[config.mk]
export PLATFORM = sky130hd
export DESIGN_NAME = seq_restoring_divider
export DESIGN_NICKNAME = d
export VERILOG_FILES = /design/src/rtl/seq_restoring_divider.sv
export SDC_FILE = /design/constraint.sdc
export NUM_CORES = 1
export LEC_CHECK = 0
export CORE_MARGIN = 2
export CORE_UTILIZATION = 25
export CTS_CLUSTER_SIZE = 28
export DETAILED_ROUTE_END_ITERATION = 10
export PLACE_DENSITY = 0.52
export SETUP_SLACK_MARGIN = 0.1
export SLEW_MARGIN = 15
export SYNTH_ARGS = -nofsm -noshare
export SYNTH_HDL_FRONTEND = slang
export SYNTH_SLANG_ARGS = --single-unit
[constraint.sdc]
create_clock -name i_clk -period 5.26 [get_ports i_clk]
set_input_delay 1.052 -clock i_clk [delete_from_list [all_inputs] [get_ports i_clk]]
set_output_delay 1.052 -clock i_clk [all_outputs]
set_load 0.02 [all_outputs]
[src/rtl/seq_restoring_divider.sv]
// Iterative unsigned restoring divider, one quotient bit per clock.
// Trial subtraction uses chained 4-bit carry-skip segments (A + ~B + 1).
module seq_restoring_divider #(
    parameter int unsigned WIDTH = 8
) (
    input  logic             i_clk,
    input  logic             i_rst,
    input  logic             i_start,
    input  logic [WIDTH-1:0] i_dividend,
    input  logic [WIDTH-1:0] i_divisor,
    output logic             o_busy,
    output logic             o_done,
    output logic [WIDTH-1:0] o_quotient,
    output logic [WIDTH-1:0] o_remainder,
    output logic             o_div_by_zero
);

    localparam int unsigned SEGS = WIDTH / 4;
    localparam int unsigned CW   = (WIDTH > 1) ? $clog2(WIDTH) : 1;

    typedef enum logic [1:0] {IDLE, RUN, DONE} state_t;

    state_t           state;
    logic [WIDTH:0]   rem;
    logic [WIDTH-1:0] dvd;
    logic [WIDTH-1:0] dvs;
    logic [CW-1:0]    cnt;
    logic             dz;

    logic [WIDTH:0]   shifted;
    logic [WIDTH:0]   nb;
    logic [WIDTH:0]   diff;
    logic             borrow;
    logic [WIDTH:0]   next_rem;
    logic [WIDTH-1:0] next_q;

    logic             c;
    logic             seg_cin;
    logic             p;
    logic             p_all;
    int unsigned      idx;

    assign shifted  = {rem[WIDTH-1:0], dvd[WIDTH-1]};
    assign nb       = ~{1'b0, dvs};
    assign next_rem = borrow ? shifted : diff;
    assign next_q   = {dvd[WIDTH-2:0], ~borrow};

    // A segment whose bits all propagate forwards its carry-in unchanged (skip path).
    always_comb begin
        c       = 1'b1;
        seg_cin = 1'b0;
        p       = 1'b0;
        p_all   = 1'b0;
        idx     = 0;
        diff    = '0;
        for (int unsigned s = 0; s < SEGS; s++) begin
            seg_cin = c;
            p_all   = 1'b1;
            for (int unsigned b = 0; b < 4; b++) begin
                idx       = 4 * s + b;
                p         = shifted[idx] ^ nb[idx];
                diff[idx] = p ^ c;
                c         = (shifted[idx] & nb[idx]) | (p & c);
                p_all     = p_all & p;
            end
            if (p_all) begin
                c = seg_cin;
            end
        end
        p           = shifted[WIDTH] ^ nb[WIDTH];
        diff[WIDTH] = p ^ c;
        c           = (shifted[WIDTH] & nb[WIDTH]) | (p & c);
        borrow      = ~c;
    end

    // Divide-by-zero spends one RUN cycle so o_done lands one cycle after the start edge.
    always_ff @(posedge i_clk or posedge i_rst) begin
        if (i_rst) begin
            state         <= IDLE;
            rem           <= '0;
            dvd           <= '0;
            dvs           <= '0;
            cnt           <= '0;
            dz            <= 1'b0;
            o_busy        <= 1'b0;
            o_done        <= 1'b0;
            o_quotient    <= '0;
            o_remainder   <= '0;
            o_div_by_zero <= 1'b0;
        end else begin
            case (state)
                IDLE: begin
                    if (i_start) begin
                        state  <= RUN;
                        o_busy <= 1'b1;
                        dvd    <= i_dividend;
                        dvs    <= i_divisor;
                        rem    <= '0;
                        if (i_divisor == '0) begin
                            dz  <= 1'b1;
                            cnt <= '0;
                        end else begin
                            dz  <= 1'b0;
                            cnt <= CW'(WIDTH - 1);
                        end
                    end
                end
                RUN: begin
                    if (dz) begin
                        state         <= DONE;
                        o_done        <= 1'b1;
                        o_quotient    <= '1;
                        o_remainder   <= dvd;
                        o_div_by_zero <= 1'b1;
                    end else begin
                        rem <= next_rem;
                        dvd <= next_q;
                        if (cnt == '0) begin
                            state         <= DONE;
                            o_done        <= 1'b1;
                            o_quotient    <= next_q;
                            o_remainder   <= next_rem[WIDTH-1:0];
                            o_div_by_zero <= 1'b0;
                        end else begin
                            cnt <= cnt - CW'(1);
                        end
                    end
                end
                DONE: begin
                    state  <= IDLE;
                    o_done <= 1'b0;
                    o_busy <= 1'b0;
                end
                default: begin
                    state  <= IDLE;
                    o_done <= 1'b0;
                    o_busy <= 1'b0;
                end
            endcase
        end
    end

endmodule

Word level (Yosys, flattened, before mapping) --
Cells that the tools add are included.
Word-level totals: output and inout bits 19, register bits 49, memories kept 0, bits in read-only memories 0, memory bits (writable) 0, bits in latches 0
Cells by class: multipliers 0, equal/unequal tests 5, shift operators 0, divide/modulo/power cells 0, multiplexer cells 30, magnitude comparators 0, $add $sub $neg 1, bitwise operators 52, reductions and logical operators 12
Operators with widths (number):
- two-way mux 8 bit | 9
- case mux 8 bit (2 select lines) | 2
- bitwise AND 1 bit | 23
- bitwise XOR 1 bit | 16
- two-way mux 3 bit | 4
- AND reduction 2 bit | 5
- inverter 8 -> 9 bit | 1
- OR 1 bit | 9
- logical NOT 8 bit | 1
- two-way mux 1 bit | 8
- two-way mux 2 bit | 3
- != test 2 bit (second input constant) | 3
- case mux 3 bit (2 select lines) | 1
- case mux 1 bit (2 select lines) | 2
- case mux 2 bit (2 select lines) | 1
- AND reduction 4 bit | 1
- nonzero test 2 bit | 2
- logical NOT 3 bit | 1
- != test 3 bit (second input constant) | 1
- inverter 1 bit | 3
- AND reduction 3 bit | 1
- subtractor 3 x 1 -> 3 bit (second input constant) | 1
- == test 2 x 1 -> 1 bit (second input constant) | 1
- logical NOT 2 bit | 1

Longest topological paths before layout --
depth in word-level cells 24, gate-level depth with buffers 15, depth with buffers taken out 14

Least setup slack after synthesis --
OpenSTA, ideal clock, no wires.
kind register to register, start register dvd[7], end register rem[1], setup slack 0.813 ns, data required time 5.127 ns, data arrival time 4.315 ns, cell stages (with the launch flop) 16, buffers on the path 1, path through dfrtp_1 inv_1 ha_1 inv_1 fa_1 fa_1 fa_1 a41o_1 fa_1 fa_1 fa_1 fa_1 or3_1 clkbuf_1 nand4_1 o211ai_1
On the way: word-level cells in the longest chain between the ends 23, elaborated cells between the ends (all ways) 28, those cells by class mux (5); bitwise (23)
Ends and longest elaborated chain:
- from (decl) | line 25 | logic [WIDTH-1:0] dvd;
- from (signal assigned) | line 96 | dvd <= i_dividend;
- from (signal assigned) | line 117 | dvd <= next_q;
- bitwise AND 1 bit / bitwise XOR 1 bit (equally long branches) | line 63, 61
- OR 1 bit | line 63 | c = (shifted[idx] & nb[idx]) | (p & c);
- bitwise AND 1 bit | line 63
- OR 1 bit | line 63
- bitwise AND 1 bit | line 63
- OR 1 bit | line 63
- bitwise AND 1 bit | line 63
- OR 1 bit | line 63
- [7 not listed]
- bitwise AND 1 bit | line 63
- OR 1 bit | line 63
- two-way mux 1 bit | line 66 | if (p_all) begin
- bitwise AND 1 bit | line 72 | c = (shifted[WIDTH] & nb[WIDTH]) | (p & c);
- OR 1 bit | line 72
- two-way mux 8 bit * | line 45 | assign next_rem = borrow ? shifted : diff;
- two-way mux 8 bit * | line 109 | if (dz) begin
- case mux 8 bit (2 select lines) * | line 91 | case (state)
- to (signal assigned) | line 116 | rem <= next_rem;
- to (decl) | line 24 | logic [WIDTH:0] rem;
Every way passes the cells marked *; elsewhere a longest branch is shown, timed or not. The select of a mux whose other input is x is not followed. A chain may end at the register's enable or synchronous reset.

Final worst setup path --
start register dvd[7], end register o_remainder[5]
On the way: word-level cells in the longest chain between the ends 23, elaborated cells between the ends (all ways) 28, those cells by class mux (5); bitwise (23)
Ends and longest elaborated chain:
- bitwise AND 1 bit / bitwise XOR 1 bit (equally long branches) | line 63, 61
- OR 1 bit | line 63
- bitwise AND 1 bit | line 63
- OR 1 bit | line 63
- bitwise AND 1 bit | line 63
- OR 1 bit | line 63
- bitwise AND 1 bit | line 63
- OR 1 bit | line 63
- [7 not listed]
- bitwise AND 1 bit | line 63
- OR 1 bit | line 63
- two-way mux 1 bit | line 66
- bitwise AND 1 bit | line 72
- OR 1 bit | line 72
- two-way mux 8 bit * | line 45
- two-way mux 8 bit * | line 118 | if (cnt == '0) begin
- two-way mux 8 bit * | line 109
- to (signal assigned) | line 113 | o_remainder <= dvd;
- to (signal assigned) | line 122 | o_remainder <= next_rem[WIDTH-1:0];
- to (decl) | line 14 | output logic [WIDTH-1:0] o_remainder,
Marked as above.

==> impl_metrics.py <==
metrics = {
    "run_status": {
        "outcome": "finished clean",
    },
    "route": {
        "drt_iter0_drc": 121,
        "viasPerCell": 4.613,
        "top_layer_used": "met4",
        "routed_wl_mm": 6.204,
        "wl_per_cell_microns": 14.36,
        "drc": 0,
        "antenna_left": 0,
        "wl_met1_mm": 3.163,
        "drtPass1Iterations": 4,
        "vias": 1993,
        "route.met3.wl_microns": 292,
        "dr_wl_met2_mm": 2.722,
    },
    "synth": {
        "syn_nets": 297,
        "seq_area_frac_synth_pct": 47.34,
        "yosysWarnings": 0,
        "synth_top_area_share_pct": 47.34,
        "ys_types": 41,
        "synth.avg_cell_area_sq_um": 9.923,
        "synth.area.top_cells": "dfrtp_1, nand2_1, o21ai_0",
        "synth_top_area_cell": "dfrtp_1",
        "synth-seq-cells": 49,
        "synth_ff_type": "dfrtp_1",
        "async_flop_share_pct": 100.0,
        "synth_edf_count": 0,
        "synth_area_sq_um": 2590,
        "netlist_instances": 261,
    },
    "timing": {
        "finClkSkew_ns": 0.01085,
        "max_freq_ghz": 0.2074,
        "setup_viol": 0,
        "worst_slack_ns": 0.4385,
        "fin_crit_ns": 4.822,
        "finalCritPeriodShare_pct": 91.66,
        "slew_violations": 0,
        "rsz0062_at_grt": "false",
        "worst_pin_slew_ns": 0.9733,
        "fin_setup_tns_ns": 0,
        "holdWs_ns": 0.4839,
        "max_slew_margin_pct": 34.83,
        "hold_viol_final": 0,
    },
    "floorplan": {
        "io_pins": 38,
        "core-area_sq_um": 10180,
        "dieArea_sq_um": 11190,
        "die-height_microns": 105.8,
        "fp-row-count": 37,
        "start_util_pct": 25.43,
        "die_w_microns": 105.8,
    },
    "clock_tree": {
        "cts_tree": "done",
        "clock_latency_ns": 0.30,
        "cts_buffers": 5,
        "ctsLongestPathBuffers": 2,
        "clkSinkCount": 49,
        "post-cts-setup-buffers": 0,
        "path_clk_slew_ns": 0.09,
        "hold_buffers": 0,
        "root_buffer": "clkbuf_8",
        "cts_htree_levels": 2,
        "ctsResizeCount": 0,
    },
    "placed_design": {
        "dp_hpwl_mm": 4.541,
        "dpl_worst_slack_ns": 0.4550,
        "placed_area_sq_um": 3090,
        "gp_congestion": 0.8377,
        "place.port_buffers": 37,
    },
    "finish": {
        "syn_to_final_growth_pct": 22.71,
        "fillers": 1086,
        "design_area_sq_um": 3178,
        "fin_nets": 331,
        "drive_above_1_share_pct": 7.095,
        "seqCellArea_sq_um": 1226,
        "multi_input_area_sq_um": 1241,
        "num_antenna_cells": 0,
    },
    "worst_setup_path": {
        "path_class": "flip-flop to flip-flop",
        "slowest_delay_ns": 0.61,
        "crit_chain": "inv_1, ha_1, inv_1, fa_1, fa_1, fa_1, a41o_1, fa_1, fa_1, fa_1, fa_1, or3_1, a32oi_1, o21ai_0",
        "endpoint_kind": "flip-flop",
        "worstSetupStartpointType": "flip-flop",
        "cp_slowest_cell": "or3_1",
        "crit_required_ns": 5.44,
        "critPathMostFrequentCell": "fa_1",
        "crit_arrival_ns": 5.00,
        "critical_path.max_fanout": 13,
    },
    "power": {
        "p_leak_nw": 1.335,
        "power_density_nw_per_um2": 665.7,
        "peakVddDrop_uv": 208.6,
        "power_mw": 2.116,
    },
    "global_route": {
        "grt_first_pass_wirelength_mm": 10.48,
        "grt_pass1_vias": 1950,
        "gr-usage-all-layers_pct": 11.79,
        "grt_antenna_before_repair": 0,
        "overflow": 0,
        "grt_max_degree": 50,
    },
    "hold_path": {
        "holdCritPathClass": "flip-flop to flip-flop",
    },
    "flow_run": {
        "drv_cap": 0,
    },
}
## flip-flops by register name, summed over array words and instances, names as in the netlist
register / flops
rem: 8
o_busy: 1
dvd: 8
o_quotient: 8
o_div_by_zero: 1
o_done: 1
cnt: 3
dz: 1
o_remainder: 8
dvs: 8
state: 2
## layout make-up
class                      instances  area share [%]
sequential                        49           38.58
timing repair buffer              40           12.36
tap                              136           5.354
inverter                          16           1.929
clock inverter                     2          0.4331
clock buffer                       6           2.283
multi-input combinational        183           39.06
## where the power goes
part | total, mW | leakage, nW | switching (mW) | internal, mW
combinational | 1.17 | 0.689 | 0.645 | 0.528
clock | 0.225 | 0.0456 | 0.129 | 0.0951
sequential | 0.718 | 0.600 | 0.158 | 0.560
## path summary, 6_finish.rpt
path	startpoint	endpoint	slack (ns)	depth (start not counted)
min reg2reg	o_quotient[7]$_DFFE_PP0P_	o_quotient[7]$_DFFE_PP0P_	0.48	2
max	dvd[7]$_DFFE_PP0P_	o_remainder[5]$_DFFE_PP0P_	0.44	14
max reg2reg	dvd[7]$_DFFE_PP0P_	o_remainder[5]$_DFFE_PP0P_	0.44	14
min	o_quotient[7]$_DFFE_PP0P_	o_quotient[7]$_DFFE_PP0P_	0.48	2
min in group asynchronous	i_rst	o_done$_DFFE_PP0P_	1.22	2
max in group asynchronous	i_rst	dvs[5]$_DFFE_PP0P_	3.53	2
## worst max-delay path: cells and delay by family, from the launching register on
kind	cells	cell delay, ns
compound gates	3	0.71
fa+ha+maj	8	2.83
buf+inv	2	0.11
flops	1	0.42
simple gates	1	0.61
## Yosys cell counts, types with 3 or more instances
master	count
dfrtp_1	49
nand2_1	42
o21ai_0	31
inv_1	16
nor2_1	11
ha_1	10
nand4_1	10
clkbuf_1	7
fa_1	7
mux2i_1	7
a22oi_1	6
nand3_1	6
a21oi_1	5
buf_2	5
nand4b_1	5
o211ai_1	5
nand2b_1	4
nor2b_1	3
## metal layers
| metal | GRT usage [%] | vias up |
|---|---|---|
| met3 | 2.350 | 2 |
| li1 | - | 985 |
| met5 | 0 | - |
| met4 | 2.256 | 0 |
| met2 | 18.02 | 45 |
| met1 | 17.37 | 961 |
## placed cells by master, fill, tap and decap left out, types with 2 or more instances in the layout
master	n
a211oi_1	2
a21oi_1	5
a22oi_1	6
a2bb2oi_1	2
a32oi_1	2
and3_1	2
buf_4	3
clkbuf_8	5
clkdlybuf4s50_1	37
clkinv_2	2
dfrtp_1	49
fa_1	7
ha_1	10
inv_1	15
mux2_2	2
mux2i_1	7
nand2_1	42
nand2b_1	4
nand3_1	6
nand4_1	10
nand4b_1	5
nor2_1	11
nor2b_1	3
nor3_1	2
nor3_2	2
o211ai_1	5
o21ai_0	31
o31ai_1	2
or4_1	2
## cells by family after synthesis
group                    after synthesis  synth area share [%]
AO/OA/AOI/OAI                         60                 14.25
adder cells (fa/ha/maj)               17                 10.24
buffers and inverters                 29                 4.734
flip-flops                            49                 47.34
multiplexers                          10                 4.106
AND/OR/NAND/NOR                       96                 19.32
## stage by stage
step                std cells  util [%]
global placement          424     30.34
global route              432     31.20
finish                    432     31.20
detailed placement        424     30.34
floorplan                 261         -
CTS                       432     31.19
Note: power is estimated with default switching activity, not from simulation.
